===== config.mk =====
export PLATFORM = sky130hd
export DESIGN_NAME = seg_scan_ctrl_flat
export DESIGN_NICKNAME = d
export VERILOG_FILES = /design/src/rtl/seg_scan_ctrl_if.sv /design/src/rtl/seg_scan_ctrl.sv /design/src/flat_wrapper.sv
export SDC_FILE = /design/constraint.sdc
export NUM_CORES = 1
export LEC_CHECK = 0
export BUFFER_PORTS_ARGS = -buffer_cell sky130_fd_sc_hd__buf_2
export CAP_MARGIN = 10
export CORE_MARGIN = 2
export CORE_UTILIZATION = 49
export CTS_CLUSTER_DIAMETER = 200
export DETAILED_ROUTE_END_ITERATION = 12
export PLACE_DENSITY = 0.79
export SLEW_MARGIN = 40
export SYNTH_ARGS = -nofsm -noshare
export SYNTH_HDL_FRONTEND = slang
export SYNTH_SLANG_ARGS = --single-unit

===== constraint.sdc =====
create_clock -name clk -period 2.18 [get_ports clk]
set_input_delay 0.218 -clock clk [delete_from_list [all_inputs] [get_ports clk]]
set_output_delay 0.218 -clock clk [all_outputs]
set_load 0.02 [all_outputs]

===== src/rtl/seg_scan_ctrl_if.sv =====
// seg_scan_ctrl_if: value handshake into the display controller.
// in_valid/in_data from the producer, in_ready back from the controller.
interface seg_scan_ctrl_if;
    logic        in_valid;
    logic [11:0] in_data;
    logic        in_ready;

    modport master (
        output in_valid,
        output in_data,
        input  in_ready
    );

    modport slave (
        input  in_valid,
        input  in_data,
        output in_ready
    );
endinterface


===== src/rtl/seg_scan_ctrl.sv =====
// seg_scan_ctrl: binary 0..999 -> BCD (shift-add-3), latched, scanned onto
// a 3-digit 7-seg bus. Ports: clk, rst (sync high), bus (slave handshake:
// in_valid, in_data[11:0], in_ready), busy, seg[7:0] (a..dp), dig_sel[2:0]
// (001 units, 010 tens, 100 hundreds). Option: BLANK_LEADING_ZERO_EN.
module seg_scan_ctrl #(
    parameter int SCAN_DIV = 50000
) (
    input  logic            clk,
    input  logic            rst,
    seg_scan_ctrl_if.slave  bus,
    output logic            busy,
    output logic [7:0]      seg,
    output logic [2:0]      dig_sel
);

    typedef enum logic [1:0] {
        S_IDLE,
        S_CONV,
        S_LATCH
    } state_t;

    localparam logic [19:0] DIV_LAST = 20'(SCAN_DIV - 1);

    state_t      state;
    logic [11:0] shift;
    logic [11:0] bcd;
    logic [3:0]  cnt;
    logic        ovf;

    logic [3:0]  disp_u;
    logic [3:0]  disp_t;
    logic [3:0]  disp_h;
    logic        disp_dash;

    logic [19:0] div;
    logic [1:0]  idx;

    logic [3:0]  cur_dig;
    logic        blank;
    logic [7:0]  cur_seg;
    logic [2:0]  cur_sel;
    logic [11:0] bcd_adj;

    // Each BCD nibble >= 5 gets +3 before the shift.
    function automatic logic [11:0] add3(input logic [11:0] b);
        logic [11:0] r;
        r = b;
        for (int i = 0; i < 3; i++) begin
            if (b[i*4 +: 4] >= 4'd5)
                r[i*4 +: 4] = b[i*4 +: 4] + 4'd3;
        end
        return r;
    endfunction

    function automatic logic [7:0] dec7(input logic [3:0] d);
        logic [7:0] s;
        case (d)
            4'd0:    s = 8'hfc;
            4'd1:    s = 8'h60;
            4'd2:    s = 8'hda;
            4'd3:    s = 8'hf2;
            4'd4:    s = 8'h66;
            4'd5:    s = 8'hb6;
            4'd6:    s = 8'hbe;
            4'd7:    s = 8'he0;
            4'd8:    s = 8'hfe;
            4'd9:    s = 8'hf6;
            default: s = 8'h00;
        endcase
        return s;
    endfunction

    assign bcd_adj = add3(bcd);

    always_ff @(posedge clk) begin
        if (rst) begin
            state        <= S_IDLE;
            shift        <= '0;
            bcd          <= '0;
            cnt          <= '0;
            ovf          <= 1'b0;
            disp_u       <= '0;
            disp_t       <= '0;
            disp_h       <= '0;
            disp_dash    <= 1'b0;
            bus.in_ready <= 1'b1;
            busy         <= 1'b0;
        end else begin
            unique case (state)
                S_IDLE: begin
                    if (bus.in_valid) begin
                        bus.in_ready <= 1'b0;
                        busy         <= 1'b1;
                        if (bus.in_data > 12'd999) begin
                            ovf   <= 1'b1;
                            state <= S_LATCH;
                        end else begin
                            shift <= bus.in_data;
                            bcd   <= '0;
                            cnt   <= '0;
                            state <= S_CONV;
                        end
                    end
                end
                S_CONV: begin
                    bcd   <= {bcd_adj[10:0], shift[11]};
                    shift <= {shift[10:0], 1'b0};
                    cnt   <= cnt + 4'd1;
                    if (cnt == 4'd11)
                        state <= S_LATCH;
                end
                S_LATCH: begin
                    if (ovf) begin
                        disp_u <= '0;
                        disp_t <= '0;
                        disp_h <= '0;
                    end else begin
                        disp_u <= bcd[3:0];
                        disp_t <= bcd[7:4];
                        disp_h <= bcd[11:8];
                    end
                    disp_dash    <= ovf;
                    ovf          <= 1'b0;
                    bus.in_ready <= 1'b1;
                    busy         <= 1'b0;
                    state        <= S_IDLE;
                end
                default: state <= S_IDLE;
            endcase
        end
    end

    always_comb begin
        cur_dig = disp_u;
        cur_sel = 3'b001;
        unique case (idx)
            2'd1: begin
                cur_dig = disp_t;
                cur_sel = 3'b010;
            end
            2'd2: begin
                cur_dig = disp_h;
                cur_sel = 3'b100;
            end
            default: begin
                cur_dig = disp_u;
                cur_sel = 3'b001;
            end
        endcase
    end

`ifdef BLANK_LEADING_ZERO_EN
    assign blank = ((idx == 2'd2) && (disp_h == 4'd0)) ||
                   ((idx == 2'd1) && (disp_h == 4'd0) && (disp_t == 4'd0));
`else
    assign blank = 1'b0;
`endif

    // Dashes win over blanking so overflow is always visible.
    assign cur_seg = disp_dash ? 8'h02 :
                     blank     ? 8'h00 : dec7(cur_dig);

    always_ff @(posedge clk) begin
        if (rst) begin
            div     <= '0;
            idx     <= '0;
            seg     <= '0;
            dig_sel <= '0;
        end else begin
            if (div == DIV_LAST) begin
                div <= '0;
                idx <= (idx == 2'd2) ? 2'd0 : idx + 2'd1;
            end else begin
                div <= div + 20'd1;
            end
            seg     <= cur_seg;
            dig_sel <= cur_sel;
        end
    end

endmodule


===== src/flat_wrapper.sv =====
// flat-port wrapper written by rule: the top's interface ports become plain ports
module seg_scan_ctrl_flat 
#(
    parameter int SCAN_DIV = 50000
)
  (clk, rst, busy, seg, dig_sel, bus_in_valid, bus_in_data, bus_in_ready);
  seg_scan_ctrl_if bus_i ();
  input  logic clk;
  input  logic rst;
  output logic busy;
  output logic [7:0] seg;
  output logic [2:0] dig_sel;
  input wire logic [$bits(bus_i.in_valid)-1:0] bus_in_valid;
  input wire logic [$bits(bus_i.in_data)-1:0] bus_in_data;
  output wire logic [$bits(bus_i.in_ready)-1:0] bus_in_ready;
  assign bus_i.in_valid = bus_in_valid;
  assign bus_i.in_data = bus_in_data;
  assign bus_in_ready = bus_i.in_ready;
  seg_scan_ctrl #(.SCAN_DIV(SCAN_DIV)) u_core (.clk(clk), .rst(rst), .bus(bus_i), .busy(busy), .seg(seg), .dig_sel(dig_sel));
endmodule

# Word-level counts from Yosys, hierarchy flattened
# Memories as Yosys holds them, arrays and structs flattened.
# Index checks and enable logic that the tools add are counted.
# word_totals
wordCells,76
input_bits,15
ramBits,0
mem_bits_ro,112
mem_count,1
register_bits,79
out_inout_bits,13
latch_bits,0
# mem_list
name,words,word_bits,read_ports,rd_ports_with_merged_regs,write_ports,line,rtl
(no name shown),16,7,1,0,0,seg_scan_ctrl.sv:57,case (d)
# classes
multipliers,0
bitwise,0
div_mod_pow,0
n_addsub,6
shifts,0
magnitude_cmp,4
reduce_logical,9
n_eq_ne,10
mux,30
# ops
cell,n
12-bit two-way mux,4
12-bit one-hot mux with 2 select lines,2
4-bit two-way mux,7
"20-bit by 1-bit adder with 20-bit output, second input constant",1
"20-bit by 16-bit equality test with 1-bit output, second input constant",1
4-bit one-hot mux with 2 select lines,2
"4-bit by 3-bit >= comparator with 1-bit output, second input constant",3
"12-bit by 10-bit greater-than comparator with 1-bit output, second input constant",1
2-bit two-way mux,5
"4-bit by 2-bit adder with 4-bit output, second input constant",2
1-bit one-hot mux with 2 select lines,3
3-bit one-hot mux with 2 select lines,1
3-bit AND reduction,2
"4-bit by 1-bit adder with 4-bit output, second input constant",1
"2-bit by 1-bit equality test with 1-bit output, second input constant",2
"2-bit equality test, second input constant",2
"4-bit equality test, second input constant",1
1-bit two-way mux,4
"2-bit by 1-bit inequality test with 1-bit output, second input constant",2
"2-bit inequality test, second input constant",2
2-bit one-hot mux with 2 select lines,1
2-bit AND reduction,2
2-bit nonzero test,2
2-bit OR reduction,2
4 further kinds,4

# Depth between registers and ports, before layout
# depth
depth_word,4
mapped_depth,10
mapped_depth_nobuf,10

# Worst setup path after synthesis
# OpenSTA, ideal clock, no wires.
# synth_path
kind,flip-flop to flip-flop
from,register u_core.idx[0]
to,register u_core.seg[2]
setup_ps,78
required_time_ps,2102
path_buffers,1
synth_period_minus_slack_ps,2091
stages_incl_launch_ff,10
path_slack_ps,89
arrival_ps,2013
cell_sequence,dfxtp_1 > inv_1 > ha_1 > buf_2 > o21ai_0 > inv_1 > ha_1 > nor3_1 > a21oi_1 > nor3_1
# synth_via
elab_chain_len,3
word_cells_on_any_way,4
classes_between,2 x eq/ne; 1 x mux; 1 x memory
# synth_rtl
element,line,rtl
start: declaration,seg_scan_ctrl.sv:36,logic [1:0] idx;
start signal: assignment,seg_scan_ctrl.sv:172,idx <= (idx == 2'd2) ? 2'd0 : idx + 2'd1;
2-bit equality test / 2-bit by 1-bit equality test with 1-bit output (equally long branches),seg_scan_ctrl.sv:136,unique case (idx)
4-bit one-hot mux with 2 select lines (*),seg_scan_ctrl.sv:136,
memory 16 x 7 bit (*),--,
end signal: assignment,seg_scan_ctrl.sv:176,seg <= cur_seg;
end: declaration,seg_scan_ctrl.sv:12,"output logic [7:0] seg,"
# Mark *: on every way between the ends. The rest lies on a longest branch, timed or not.
# A chain may end at the register's enable or synchronous reset.

# Worst setup path after layout
# layout_path
from,register u_core.idx[1]
to,register u_core.seg[2]
# The elaborated chain is that of the path after synthesis.

==> reports/results.txt <==
post-route cell area: 3906 sq um
Synth cell types: 41
Net Sw Frac: 0.2454
logic gate share of total power: 0.067
Area Overhead vs Synth: 11.94%
Layout Cells excl Fill: 508
worst-path fanout max: 5
r2r setup slk: 0.20 ns
P_sw: 0.6352 mW
synthesized area per cell: 9.159 sq um
sequential area share after synthesis: 0.4475
Antenna diodes: 0
status: completed
DRT iter0 DRCs: 103
top_reg_cell synth: dfxtp_1
Pwr per Cell Area: 662.6 nW/um^2
die area: 7813 sq um
area fraction of the dominant cell type after synthesis: 0.4475
Clock Skews: 0.009490 ns
initial core utilization: 0.5108
Max-cap violations: 0
via total after detailed routing: 2,662
fillcell total: 641
fraction of registers with async set or reset after synthesis: 0
clock sinks: 78
R2R Path Start: u_core.idx[1]$_SDFFE_PP0N_
fmax: 503.9 MHz
register share of total power: 0.574
CTS root buffer: clkbuf_8
Final Wtd Congestion: 0.8328
EDFF count, synth: 0
Critical-path top delay cell: dfxtp_1
worst-path cell chain: inv_1, ha_2, a22oi_1, nand2_1, o21ai_0, buf_4, ha_1, mux2_2, a21oi_1, nor3_1
Max stage delay on crit path: 0.35 ns
final hold slack: 0.2200 ns
largest net degree at the start of global routing: 42
DIE HEIGHT: 88.39 um
HPWL after DPL: 4.551 mm
post-synth top area cell: dfxtp_1
Site Rows: 30
postcts setup bufs: 0
min Tclk post-route: 1.984 ns
antenna violations before repair: 0
H-tree depth: 3
VDD IR max: 0.5069 mV
HP Class: in -> reg
Placed Cells: 494
WL/cell: 12.97 um
share of post-route cells with drive strength above 1: 0.1529
startpoint type of the worst setup path: register
Hold Path Depth: 3
count leader, synth: dfxtp_1
FF-to-FF path depth: 10
Hold Path Sink: u_core.shift[1]$_SDFFE_PP0P_
clock latency at the later pin of the worst-skew pair: 0.35 ns
antenna-violating nets left: 0
Final Max Slew Viols: 0
DP Area: 3714 sq um
Worst Path Required: 2.40 ns
final hold violations: 0
Final Util: 0.5718
Ports: 28
Lkg Pwr: 1.516 nW
CTS tree: done
vias per std cell: 5.240
DRC: 0
top cells by count, synth: dfxtp_1 (78), nor2_1 (65), ha_1 (19)
Mapped Nets: 415
critical path arrival: 2.20 ns
CP Buf/Inv Count: 2
Setup Viol. Count Final: 0
Post-Route WL: 6.588 mm
Synth Warn #: 0
number of CTS-inserted buffers: 9
R2R Path End: u_core.seg[2]$_SDFF_PP0_
HP Start: bus_in_data[1]
GRT Resource Usage Total: 0.1806
core area: 6832 sq um
Hold-fix buffers, CTS: 0
Setup CP Type: reg -> reg
Final Cycle Share: 0.9103
cells after synthesis: 381
Clk pwr share: 0.359
Slew HR: 0.5094
clk buf depth: 2
Pre-antenna DRT Iters: 4
Resized cells post-CTS: 0
crit end category: register
first-pass GRT wire length: 11.08 mm
IO buf count: 26
nets@finish: 443
grt ovf: 0
Synth Register Bits: 78
CTS clock-pin slew for the worst setup and hold paths: 0.07 ns
vias in the first global route: 2,475
Least-Margin Pin Slew: 0.7319 ns
width of the die: 88.39 um
largest cells by area after synthesis: dfxtp_1 (45%), nor2_1 (7.0%), ha_1 (6.8%)
Internal: 1.953 mW
Mapped Area: 3490 sq um
delay-heaviest family, CP: adder cells
tightest hold or removal path, delay by kind of cell:
| kind | cells | cell delay, ns |
|---|---|---|
| buffers and inverters | 1 | 0.10 |
| AO/OA/AOI/OAI | 1 | 0.08 |
| multiplexers | 1 | 0.12 |
final cells by class:
class | instances | area, sq um | area share
Inverter | 16 | 60.06 | 0.01537
Clock inverter | 4 | 25.02 | 0.006406
Clock buffer | 10 | 137.6 | 0.03523
Tap cell | 96 | 120.1 | 0.03075
Multi-Input combinational cell | 270 | 1812 | 0.4638
Sequential cell | 78 | 1562 | 0.3997
Timing Repair Buffer | 34 | 190.2 | 0.04869
layout by cell type, fill, tap and decap left out, types with 8 or more instances in the layout:
cell type	n
nor2_1	65
a21oi_1	16
o21ai_0	12
dfxtp_1	78
inv_1	15
nand2_1	12
xnor2_1	11
a211oi_1	9
a22oi_1	14
clkbuf_8	10
mux2i_1	17
buf_4	8
xor2_1	12
a22o_1	13
ha_1	16
buf_2	26
nand3_1	13
layer usage:
layer / share of wire / global-route usage
met4: 0.011 / 0.06749
met3: 0.028 / 0.04944
met1: 0.47 / 0.2159
met5: 0 / 0
met2: 0.49 / 0.3103
flip-flops by register name, summed over array words and instances, names as in the netlist, 2 cells and up:
register and count:
u_core.shift 12, u_core.disp_h 4, u_core.seg 7, u_core.cnt 4, u_core.disp_u 4, u_core.disp_t 4
u_core.div 20, u_core.bcd 12, u_core.state 2, u_core.dig_sel 3, u_core.idx 2
stage by stage:
stage                TNS (ns)  setup WS (ns)  total power [mW]
floorplan                   0        0.08861             1.640
global placement            0         0.1877             1.684
detailed placement          0        0.07025             1.694
CTS                         0        0.05239             2.616
global route        -0.006808      -0.006808             2.694
finish                      0         0.1956             2.588
power by group through the flow:
stage / sequential, mW / clock, mW / combinational (mW)
2_1_floorplan: 1.53 / 0 / 0.114
3_3_place_gp: 1.51 / 0 / 0.170
3_5_place_dp: 1.52 / 0 / 0.176
4_1_cts: 1.48 / 0.956 / 0.176
5_1_grt: 1.49 / 1.01 / 0.196
6_report: 1.48 / 0.929 / 0.174
logic make-up after synthesis:
| kind of cell | Yosys count | share of synthesized area |
|---|---|---|
| fa+ha+maj | 19 | 0.06813 |
| flops | 78 | 0.4475 |
| simple gates | 131 | 0.1789 |
| compound gates | 78 | 0.1513 |
| buf+inv | 33 | 0.04339 |
| other cells | 1 | 0.001075 |
| mux | 18 | 0.05199 |
| xor+xnor | 23 | 0.05773 |
how the worst max path moves through the flow:
| stage | from | endpoint | depth (start not counted) |
|---|---|---|---|
| after detailed placement | u_core.idx[0]$_SDFFE_PP0N_ | u_core.seg[2]$_SDFF_PP0_ | 9 |
| after floorplan | u_core.idx[0]$_SDFFE_PP0N_ | u_core.seg[2]$_SDFF_PP0_ | 9 |
| after global routing | u_core.idx[0]$_SDFFE_PP0N_ | u_core.seg[2]$_SDFF_PP0_ | 10 |
| after global placement | u_core.idx[0]$_SDFFE_PP0N_ | u_core.seg[2]$_SDFF_PP0_ | 9 |
| after CTS | u_core.idx[0]$_SDFFE_PP0N_ | u_core.seg[2]$_SDFF_PP0_ | 9 |
| final | u_core.idx[1]$_SDFFE_PP0N_ | u_core.seg[2]$_SDFF_PP0_ | 10 |
(Power assumes the default switching activity.)
